===== src/rtl/uart_cmd_pkg.sv =====
// Shared constants and state encoding for the UART command decoder.
package uart_cmd_pkg;
  localparam logic [7:0] OP_WRITE = 8'h57;
  localparam logic [7:0] OP_READ  = 8'h52;
  localparam logic [7:0] ACK      = 8'h06;
  localparam logic [7:0] NAK      = 8'h15;
  localparam int         REPLY_MAX = 6;

  typedef enum logic [2:0] {
    IDLE, ADDR, DATA, CSUM, MEM, REPLY
  } state_e;
endpackage


===== src/rtl/uart_cmd_reply.sv =====
// Reply buffer: holds up to six bytes and drains them into the link send FIFO,
// one push at most every other cycle and only while the FIFO has room.
module uart_cmd_reply
  import uart_cmd_pkg::*;
(
  input  logic                          CLK,
  input  logic                          RST,
  input  logic                          load,
  input  logic [2:0]                    load_len,
  input  logic [REPLY_MAX-1:0][7:0]     load_bytes,
  input  logic                          sendable,
  output logic                          send_flag,
  output logic [7:0]                    send_data,
  output logic                          active
);
  logic [REPLY_MAX-1:0][7:0] buf_q, buf_d;
  logic [2:0]                len_q, len_d, idx_q, idx_d;
  logic                      active_q, active_d, gap_q, gap_d;

  // Push decision looks at sendable in the same cycle so a full FIFO is never written.
  assign send_flag = active_q && !gap_q && sendable;
  assign send_data = send_flag ? buf_q[idx_q] : 8'h00;
  assign active    = active_q;

  always_comb begin
    buf_d    = buf_q;
    len_d    = len_q;
    idx_d    = idx_q;
    active_d = active_q;
    gap_d    = 1'b0;
    if (load) begin
      buf_d    = load_bytes;
      len_d    = load_len;
      idx_d    = 3'd0;
      active_d = 1'b1;
      gap_d    = 1'b1;
    end else if (send_flag) begin
      idx_d = idx_q + 3'd1;
      gap_d = 1'b1;
      if (idx_q + 3'd1 == len_q) active_d = 1'b0;
    end
  end

  always_ff @(posedge CLK or negedge RST) begin
    if (!RST) begin
      buf_q    <= '0;
      len_q    <= 3'd0;
      idx_q    <= 3'd0;
      active_q <= 1'b0;
      gap_q    <= 1'b0;
    end else begin
      buf_q    <= buf_d;
      len_q    <= len_d;
      idx_q    <= idx_d;
      active_q <= active_d;
      gap_q    <= gap_d;
    end
  end
endmodule


===== src/rtl/uart_cmd_decoder.sv =====
// Parses read/write frames popped from the UART receive FIFO into single 32-bit
// memory requests and queues ACK/NAK/read-data replies back to the link.
module uart_cmd_decoder
  import uart_cmd_pkg::*;
#(
  parameter int unsigned TIMEOUT_CYCLES = 8000000
) (
  input  logic        CLK,
  input  logic        RST,
  output logic        recv_flag,
  input  logic [7:0]  recv_data,
  input  logic        receivable,
  output logic        send_flag,
  output logic [7:0]  send_data,
  input  logic        sendable,
  output logic        mem_req,
  output logic        mem_we,
  output logic [31:0] mem_addr,
  output logic [31:0] mem_wdata,
  input  logic        mem_ack,
  input  logic [31:0] mem_rdata,
  output logic        busy,
  output logic [7:0]  err_count
);
  localparam logic [31:0] TMO_LAST = 32'(TIMEOUT_CYCLES - 1);

  state_e      state_q, state_d;
  logic [1:0]  cnt_q, cnt_d;
  logic        wr_q, wr_d, mem_req_q, mem_req_d, recv_flag_q, recv_flag_d, busy_q, busy_d;
  logic [7:0]  csum_q, csum_d, err_q, err_d;
  logic [31:0] addr_q, addr_d, wdata_q, wdata_d, tmo_q, tmo_d;

  logic                      in_frame, can_pop, err_inc, reply_load, reply_active;
  logic [2:0]                reply_len;
  logic [REPLY_MAX-1:0][7:0] reply_bytes;
  logic [7:0]                rsum;

  assign in_frame  = (state_q == ADDR) || (state_q == DATA) || (state_q == CSUM);
  // recv_flag_q doubles as the hold-off so the FIFO head settles between pops.
  assign can_pop   = (in_frame || state_q == IDLE) && receivable && !recv_flag_q;
  assign rsum      = mem_rdata[31:24] ^ mem_rdata[23:16] ^ mem_rdata[15:8] ^ mem_rdata[7:0];

  assign recv_flag = recv_flag_q;
  assign mem_req   = mem_req_q;
  assign mem_we    = wr_q;
  assign mem_addr  = addr_q;
  assign mem_wdata = wdata_q;
  assign busy      = busy_q;
  assign err_count = err_q;

  always_comb begin
    state_d     = state_q;
    cnt_d       = cnt_q;
    wr_d        = wr_q;
    csum_d      = csum_q;
    addr_d      = addr_q;
    wdata_d     = wdata_q;
    mem_req_d   = mem_req_q;
    recv_flag_d = can_pop;
    tmo_d       = (in_frame && !can_pop) ? tmo_q + 32'd1 : 32'd0;
    err_inc     = 1'b0;
    reply_load  = 1'b0;
    reply_len   = 3'd1;
    reply_bytes = {40'h0, ACK};
    case (state_q)
      IDLE: if (can_pop) begin
        if (recv_data == OP_WRITE || recv_data == OP_READ) begin
          state_d = ADDR;
          wr_d    = (recv_data == OP_WRITE);
          csum_d  = recv_data;
          cnt_d   = 2'd0;
        end else begin
          err_inc = 1'b1;
        end
      end
      ADDR, DATA: if (can_pop) begin
        csum_d = csum_q ^ recv_data;
        cnt_d  = cnt_q + 2'd1;
        // Little-endian fields: shift new bytes in from the top.
        if (state_q == ADDR) addr_d  = {recv_data, addr_q[31:8]};
        else                 wdata_d = {recv_data, wdata_q[31:8]};
        if (cnt_q == 2'd3) state_d = (state_q == ADDR && wr_q) ? DATA : CSUM;
      end
      CSUM: if (can_pop) begin
        if (recv_data == csum_q) begin
          state_d = MEM;
        end else begin
          reply_load  = 1'b1;
          reply_bytes = {40'h0, NAK};
          err_inc     = 1'b1;
          state_d     = REPLY;
        end
      end
      MEM: begin
        if (mem_req_q && mem_ack) begin
          mem_req_d  = 1'b0;
          reply_load = 1'b1;
          state_d    = REPLY;
          if (!wr_q) begin
            reply_len   = 3'd6;
            reply_bytes = {rsum, mem_rdata, ACK};
          end
        end else begin
          mem_req_d = 1'b1;
        end
      end
      REPLY: if (!reply_active) state_d = IDLE;
      default: state_d = IDLE;
    endcase
    // A pop in the same cycle keeps the frame alive.
    if (in_frame && !can_pop && tmo_q == TMO_LAST) begin
      state_d = IDLE;
      err_inc = 1'b1;
      tmo_d   = 32'd0;
    end
    err_d  = (err_inc && err_q != 8'hFF) ? err_q + 8'd1 : err_q;
    busy_d = (state_d != IDLE);
  end

  always_ff @(posedge CLK or negedge RST) begin
    if (!RST) begin
      state_q     <= IDLE;
      cnt_q       <= 2'd0;
      wr_q        <= 1'b0;
      csum_q      <= 8'h00;
      addr_q      <= 32'h0;
      wdata_q     <= 32'h0;
      tmo_q       <= 32'h0;
      err_q       <= 8'h00;
      mem_req_q   <= 1'b0;
      recv_flag_q <= 1'b0;
      busy_q      <= 1'b0;
    end else begin
      state_q     <= state_d;
      cnt_q       <= cnt_d;
      wr_q        <= wr_d;
      csum_q      <= csum_d;
      addr_q      <= addr_d;
      wdata_q     <= wdata_d;
      tmo_q       <= tmo_d;
      err_q       <= err_d;
      mem_req_q   <= mem_req_d;
      recv_flag_q <= recv_flag_d;
      busy_q      <= busy_d;
    end
  end

  uart_cmd_reply u_reply (
    .CLK        (CLK),
    .RST        (RST),
    .load       (reply_load),
    .load_len   (reply_len),
    .load_bytes (reply_bytes),
    .sendable   (sendable),
    .send_flag  (send_flag),
    .send_data  (send_data),
    .active     (reply_active)
  );
endmodule


===== config.mk =====
export PLATFORM = sky130hd
export DESIGN_NAME = uart_cmd_decoder
export DESIGN_NICKNAME = d
export VERILOG_FILES = /design/src/rtl/uart_cmd_pkg.sv /design/src/rtl/uart_cmd_reply.sv /design/src/rtl/uart_cmd_decoder.sv
export SDC_FILE = /design/constraint.sdc
export NUM_CORES = 1
export LEC_CHECK = 0
export CORE_MARGIN = 3
export CORE_UTILIZATION = 45
export DETAILED_ROUTE_END_ITERATION = 8
export GPL_TIMING_DRIVEN = 0
export PLACE_DENSITY = 0.67
export SYNTH_ARGS = -nofsm -noshare
export SYNTH_HDL_FRONTEND = slang
export SYNTH_SLANG_ARGS = --single-unit
export TNS_END_PERCENT = 100

===== constraint.sdc =====
create_clock -name CLK -period 3.7 [get_ports CLK]
set_input_delay 0.555 -clock CLK [delete_from_list [all_inputs] [get_ports CLK]]
set_output_delay 0.555 -clock CLK [all_outputs]
set_load 0.03 [all_outputs]

==> impl_metrics.ini, run 1 <==
[sta]
min_period_over_period = 0.9190
max_slew_violation_count = 0
report.final.setup_viol = 0
final.hold.worst_slack_ns = 0.1001
worst_clock_skew_ns = 0.008804
tightest_slew_ns = 0.8614
fmax_ghz = 0.2941
slew_headroom = 0.4204
layout_min_cycle_time_ns = 3.400
hold_viol = 0
setup_total_negative_slack_ns = 0
unrepaired_setup_endpoints_after_global_routing = no

[setup_path]
worstReg2RegEnd = tmo_q[29]$_DFF_PN0_
cp.arrival_ns = 2.85
max_stage_delay_ns = 0.69
worst_setup_path_start_kind = flop
worstSetupStartpoint = u_reply.idx_q[1]$_DFFE_PN0P_
rr_startpoint = tmo_q[6]$_DFF_PN0_
timing.critical_path.max_delay_family = buffers and inverters
crit_buf_inv = 2
critical-path-slowest-cell = sky130_fd_sc_hd__clkdlybuf4s50_1
crit_path_end = send_data[7]
worstSetupEndpointType = output pin
critical_path_depth = 6
critical_path.cell_chain = clkbuf_1 -> nor2b_1 -> a22oi_1 -> o22a_1 -> nor2_1 -> clkdlybuf4s50_1
largest_fanout_of_any_net_on_the_critical_path = 10
cp.required_ns = 3.14
path_class = flop to output pin
worst-r2r-cell-count = 6
regToRegSetupSlack_ns = 1.34

[route]
via_density_per_instance = 5.393
wire_per_inst_um = 17.11
wirelength_um = 17470
remaining_number_of_nets_flagged_by_the_antenna_check_after_routing = 0
drt_pre_antenna_iters = 6
initialDrtViolationCount = 303
detailroute.via_count = 5506
drc = 0

[global_route]
antenna_found_initial = 0
groute.usage.overall = 0.1937
pin_count_of_the_biggest_net_entering_global_routing = 98
global_route.overflow_total = 0
first_pass_grt_wire_length_um = 28450
first_global_vias = 5661

[cts]
ctsResizeCount = 1
post-cts-setup-buffer-count = 0
worstSkewPairLatency_ns = 0.43
clock_path_buffers = 2
cts-buffers-inserted = 17
htreeDepth = 4
cts_sinks = 171
cts_root_buffer = sky130_fd_sc_hd__clkbuf_16
cts_hold_buffers = 0
clk_pin_slew_worst_paths_ns = 0.06
clock_tree_from_tritoncts = built

[placed_design]
detailed_place_hpwl_um = 12400
routabilityCongestion = 0.7987
io_buffer_count = 127

[power]
p_per_area_nw_per_um2 = 814.9
max-vdd-ir-drop_uv = 434.2
cellLeakagePower_nw = 4.259
total_power_mw = 8.069

[synth]
synth.cell_area_um2 = 7696
predominant_post_synthesis_flop_cell = sky130_fd_sc_hd__dfrtp_1
yosysWarnings = 0
yosysTopAreaCell = sky130_fd_sc_hd__dfrtp_1
synth_top_cell_area_share = 0.5560
yosys_register_bits = 171
syn-mean-instance-area_um2 = 12.01
async_flop_share = 1.000
top_cells_by_area_in_the_synthesized_netlist = sky130_fd_sc_hd__dfrtp_1 (56%), sky130_fd_sc_hd__mux2_2 (10%), sky130_fd_sc_hd__a22o_1 (4.6%)
yosysUniqueCellTypes = 53
synth_seq_area_share = 0.5560
number_of_flops_mapped_to_enable_cells_by_yosys = 0
synth_nets = 690
synthCells = 641

[finish]
leading_cell_type_in_the_layout_fill_and_taps_excluded = sky130_fd_sc_hd__dfrtp_1
fillers = 1338
finished_core_util = 0.5950
nets = 837
layout.cells.most_common_list = sky130_fd_sc_hd__dfrtp_1 (171), sky130_fd_sc_hd__clkdlybuf4s50_1 (126), sky130_fd_sc_hd__mux2_2 (69)
area_delta_synth_final_pct = 28.66
post_route_cells_drive_above_1_share = 0.1598
insertedDiodeCount = 0

[floorplanning]
die_h_um = 136.8
rows = 47
total_core_area_um2 = 16640
top_level_ports = 130
design.die.area_um2 = 18710
starting_utilization_of_the_core_area = 0.4624
die_width_um = 136.8

[run]
cap_viol_max_count = 0

[worst_hold_path]
hold_path_class = input pin to asynchronous set/reset pin

[status]
run_status = finished clean
==> per-layer routing <==
layer | part of all wire | vias to the layer above | global-route usage
li1 | - | 2574 | -
met1 | 0.45 | 2758 | 0.2582
met2 | 0.49 | 154 | 0.3179
met3 | 0.048 | 20 | 0.04375
met4 | 0.014 | 0 | 0.05931
met5 | 0 | - | 0
==> flip-flops by register name, summed over array words and instances, names as in the netlist <==
signal / count
u_reply.buf_q: 43
mem_addr: 32
mem_wdata: 32
tmo_q: 32
csum_q: 8
err_count: 8
state_q: 3
u_reply.idx_q: 3
cnt_q: 2
u_reply.len_q: 2
busy: 1
mem_req: 1
mem_we: 1
recv_flag: 1
u_reply.active: 1
u_reply.gap_q: 1
==> metrics by stage <==
step	setup slack, ns	instances	cell area, um2
2_1_floorplan	1.157	641	7696
3_3_place_gp	-4.711	988	9243
3_5_place_dp	0.3075	989	9275
4_1_cts	0.1470	1021	9901
5_1_grt	0.1812	1021	9902
6_report	0.2998	1021	9902
==> cells in the mapped netlist, types with 9 or more instances <==
master and instances:
sky130_fd_sc_hd__xor2_1 40, sky130_fd_sc_hd__inv_1 9, sky130_fd_sc_hd__dfrtp_1 171, sky130_fd_sc_hd__nand3_1 23
sky130_fd_sc_hd__nand4_1 15, sky130_fd_sc_hd__a22o_1 40, sky130_fd_sc_hd__xnor2_1 34, sky130_fd_sc_hd__nand2_1 31
sky130_fd_sc_hd__o21ai_0 11, sky130_fd_sc_hd__mux2i_1 9, sky130_fd_sc_hd__clkbuf_1 14, sky130_fd_sc_hd__a21oi_1 24
sky130_fd_sc_hd__nor2_1 59, sky130_fd_sc_hd__mux2_2 69
==> logic make-up (layout without fill, tap and decap cells) <==
group,count (synthesis),after routing,synth area share
adders and majority gates,4,4,0.006503
buffers and inverters,40,200,0.02325
DFF,171,171,0.5560
xor gates and xnor gates,74,74,0.08422
muxes,82,82,0.1244
and+or+nand+nor,175,175,0.1154
AOI/OAI and AO/OA,95,95,0.09023
==> final cells by class <==
class                      count  area (um2)  share of cell area
sequential                   171        4279              0.4321
multi-input combinational    430        3238              0.3270
clock buffer                  18       429.2             0.04334
buffer                        31       147.6             0.01491
clock inverter                14       195.2             0.01971
inverter                       9       33.78            0.003412
tap                          220       275.3             0.02780
timing repair buffer         128        1304              0.1317
==> worst min-delay path by stage <==
| stage | to |
|---|---|
| 2_1_floorplan | busy$_DFF_PN0_ |
| 3_3_place_gp | u_reply.buf_q[2]$_DFFE_PN0P_ |
| 3_5_place_dp | u_reply.buf_q[1]$_DFFE_PN0P_ |
| 4_1_cts | mem_addr[3]$_DFFE_PN0P_ |
| 5_1_grt | mem_addr[3]$_DFFE_PN0P_ |
| 6_report | mem_addr[3]$_DFFE_PN0P_ |
==> power breakdown <==
part / switching, mW / internal, mW
logic: 1.71 / 1.51
registers: 0.465 / 2.49
clock network: 0.759 / 1.13
total: 2.93 / 5.14
Power figures use the tool's default switching activity.
==> inputs of run 2 (changes only) <==
--- a/config.mk
+++ b/config.mk
@@ -7,9 +7,11 @@
 export LEC_CHECK = 0
 export CORE_MARGIN = 3
 export CORE_UTILIZATION = 45
+export CTS_BUF_LIST = sky130_fd_sc_hd__clkbuf_4
 export DETAILED_ROUTE_END_ITERATION = 8
 export GPL_TIMING_DRIVEN = 0
 export PLACE_DENSITY = 0.67
+export RECOVER_POWER = 100
 export SYNTH_ARGS = -nofsm -noshare
 export SYNTH_HDL_FRONTEND = slang
 export SYNTH_SLANG_ARGS = --single-unit
==> run 2 against run 1 <==
Against the previous run:
- die area is the same
- wire length shrank 0.88%
- via count shrank 0.16%
- first-iteration DRC count shrank 11%
- sequential power shrank 1%
- register-to-register slack lost 0.63 ns
- the flow now finishes with violations (max-capacitance violations, max-slew violations)
- power shrank 11%
- core utilization shrank 2.0 points
- clock power shrank 36%
- critical path depth is the same
- final cell count is essentially flat
- combinational power shrank 4%
==> impl_metrics.ini, run 2 (synthesis gave the netlist of run 1 again) <==
[floorplanning]
rows = 47
total_core_area_um2 = 16640
die_h_um = 136.8
top_level_ports = 130
starting_utilization_of_the_core_area = 0.4624
design.die.area_um2 = 18710
die_width_um = 136.8

[route]
drc = 0
detailroute.via_count = 5497
remaining_number_of_nets_flagged_by_the_antenna_check_after_routing = 0
via_density_per_instance = 5.379
wirelength_um = 17310
drt_pre_antenna_iters = 5
initialDrtViolationCount = 271
wire_per_inst_um = 16.94

[finish]
registers.top_by_ff_count = u_reply.buf_q
layout.cell_area.non_filler_um2 = 9564
largest_register_ff_count = 43
nets = 838
area_delta_synth_final_pct = 24.27
insertedDiodeCount = 0
final_non_filler_cell_total = 1022
footprint_of_the_flip_flops_and_latches_um2 = 4279
multiInputGateArea_um2 = 3211
finished_core_util = 0.5747
leading_cell_type_in_the_layout_fill_and_taps_excluded = sky130_fd_sc_hd__dfrtp_1
post_route_cells_drive_above_1_share = 0.1459
layout.cells.most_common_list = sky130_fd_sc_hd__dfrtp_1 (171), sky130_fd_sc_hd__dlygate4sd3_1 (78), sky130_fd_sc_hd__mux2_2 (69)
fillers = 1396

[power]
internal_power_mw = 4.413
clockPowerShare = 0.168
cellLeakagePower_nw = 4.267
max-vdd-ir-drop_uv = 416.6
comb_power_share = 0.427
power.share.sequential = 0.405
p_per_area_nw_per_um2 = 755.0
net-switching-power_mw = 2.808
power.switching_fraction = 0.3889
total_power_mw = 7.221

[cts]
clock_tree_from_tritoncts = built
cts_root_buffer = sky130_fd_sc_hd__clkbuf_4
clk_pin_slew_worst_paths_ns = 0.14
clock_path_buffers = 2
worstSkewPairLatency_ns = 0.56
cts_sinks = 171
cts-buffers-inserted = 17
htreeDepth = 4

[global_route]
first_pass_grt_wire_length_um = 28120
grt_util_met2 = 0.3171
gr-usage-met1 = 0.2545
groute.usage.overall = 0.1909
pin_count_of_the_biggest_net_entering_global_routing = 98
global_route.overflow_total = 0
globalRouteMet3Util = 0.04301
grt_busiest_layer = met2
first_global_vias = 5614
antenna_found_initial = 0

[sta]
unrepaired_setup_endpoints_after_global_routing = no
layout_min_cycle_time_ns = 3.417
tightest_slew_ns = 1.851
min_period_over_period = 0.9235
max_slew_violation_count = 75
slew_headroom = -0.2339
report.final.setup_viol = 0
fmax_ghz = 0.2926
hold_viol = 0
worst_clock_skew_ns = 0.01841

[setup_path]
max_stage_delay_ns = 0.69
largest_fanout_of_any_net_on_the_critical_path = 10
critical_path.cell_chain = buf_2 -> clkbuf_2 -> a22oi_1 -> o22a_1 -> nor2_1 -> clkdlybuf4s50_1
cp.required_ns = 3.14
crit_buf_inv = 3
worstSetupEndpointType = output pin
path_class = flop to output pin
critical-path-slowest-cell = sky130_fd_sc_hd__clkdlybuf4s50_1
worst_setup_path_start_kind = flop
timing.critical_path.max_delay_family = buffers and inverters
cp.arrival_ns = 2.86

[placed_design]
io_buffer_count = 127
routabilityCongestion = 0.7987
place.detailed.instances = 989
placed_area_um2 = 9275
detailed_place_hpwl_um = 12400

[run]
cap_viol_max_count = 1

[status]
failed_checks = max-capacitance violations, max-slew violations
run_status = finished, violations left

[worst_hold_path]
hold_path_class = input pin to flop
[run 2: changes by cell type in the layout (fill, tap and decap cells not counted), moves of 2 or more]
cell	previous run	this run
sky130_fd_sc_hd__clkdlybuf4s50_1	126	49
sky130_fd_sc_hd__dlygate4sd3_1	0	78
sky130_fd_sc_hd__clkbuf_16	17	0
sky130_fd_sc_hd__clkbuf_2	1	3
sky130_fd_sc_hd__clkbuf_1	14	26
sky130_fd_sc_hd__clkbuf_4	0	18
sky130_fd_sc_hd__buf_2	9	1
sky130_fd_sc_hd__buf_1	5	0
[run 2: worst register-to-register path, cell delays in order, from the launching register on]
cell and delay, ns:
sky130_fd_sc_hd__dfrtp_1 0.38, sky130_fd_sc_hd__clkbuf_1 0.21, sky130_fd_sc_hd__nor3b_1 0.77, sky130_fd_sc_hd__nand3_1 0.19, sky130_fd_sc_hd__a21o_1 0.26, sky130_fd_sc_hd__a31oi_1 0.65
sky130_fd_sc_hd__mux2_2 0.42
[run 2: what timing repair did]
action	CTS	global route
setup buffers	0	0
endpoints found under the hold margin	74	0
pin swaps	0	0
hold buffers	1	0
resized for setup	2	2
endpoints found under the setup margin	8	2
[run 2: path summary, 6_finish.rpt]
path                                         startpoint                      endpoint  slack (ns)  depth (start not counted)
hold / removal                             recv_data[2]            mem_we$_DFFE_PN0P_        0.48                          3
min in group asynchronous                           RST       mem_addr[6]$_DFFE_PN0P_        1.03                          2
setup reg to reg                   state_q[2]$_DFF_PN0_      err_count[1]$_DFFE_PN0P_        0.71                          6
setup / recovery           u_reply.idx_q[0]$_DFFE_PN0P_                  send_data[5]        0.28                          6
max in group asynchronous                           RST  u_reply.buf_q[1]$_DFFE_PN0P_        1.42                          3
hold reg to reg                      tmo_q[0]$_DFF_PN0_            tmo_q[0]$_DFF_PN0_        0.50                          1
[run 2: power groups by stage]
stage / Combinational, mW / Sequential (mW) / Clock [mW]
2_1_floorplan: 1.58 / 3.43 / 0
3_3_place_gp: 3.17 / 2.95 / 0
3_5_place_dp: 3.25 / 2.98 / 0
4_1_cts: 3.26 / 2.94 / 1.25
5_1_grt: 3.34 / 3.01 / 1.33
6_report: 3.09 / 2.92 / 1.21
[run 2: through the flow]
step,hold slack (ns),TNS (ns),setup slack [ns]
6_report,0.4770,0,0.2829
2_1_floorplan,0.2594,0,1.157
3_3_place_gp,0.4502,-802.63,-4.711
3_5_place_dp,0.4644,0,0.3075
5_1_grt,0.4412,0,0.02787
4_1_cts,0.4184,0,0.1082
[run 2: layout make-up]
class	instances	share of cell area
plain buffers	31	0.01374
clock buffers	18	0.01413
clock inverters	14	0.02041
inverters	9	0.003532
multi-input cells	430	0.3357
flip-flops and latches	171	0.4474
well taps	220	0.02878
repair buffers	129	0.1363
[run 2: per-layer routing]
layer  routed length [um]  part of all wire  vias up
met3                  836             0.048       15
met5                    0                 0        -
li1                     -                 -     2572
met2                 8519              0.49      138
met4                  183             0.011        0
met1                 7774              0.45     2772
==> inputs of run 3 (changes only) <==
--- a/config.mk
+++ b/config.mk
@@ -8,6 +8,7 @@
 export CORE_MARGIN = 3
 export CORE_UTILIZATION = 45
 export CTS_BUF_LIST = sky130_fd_sc_hd__clkbuf_4
+export CTS_CLUSTER_SIZE = 16
 export DETAILED_ROUTE_END_ITERATION = 8
 export GPL_TIMING_DRIVEN = 0
 export PLACE_DENSITY = 0.67
==> results of run 3 <==
Same layout as run 2: the final DEF is identical, and so are final timing and power.
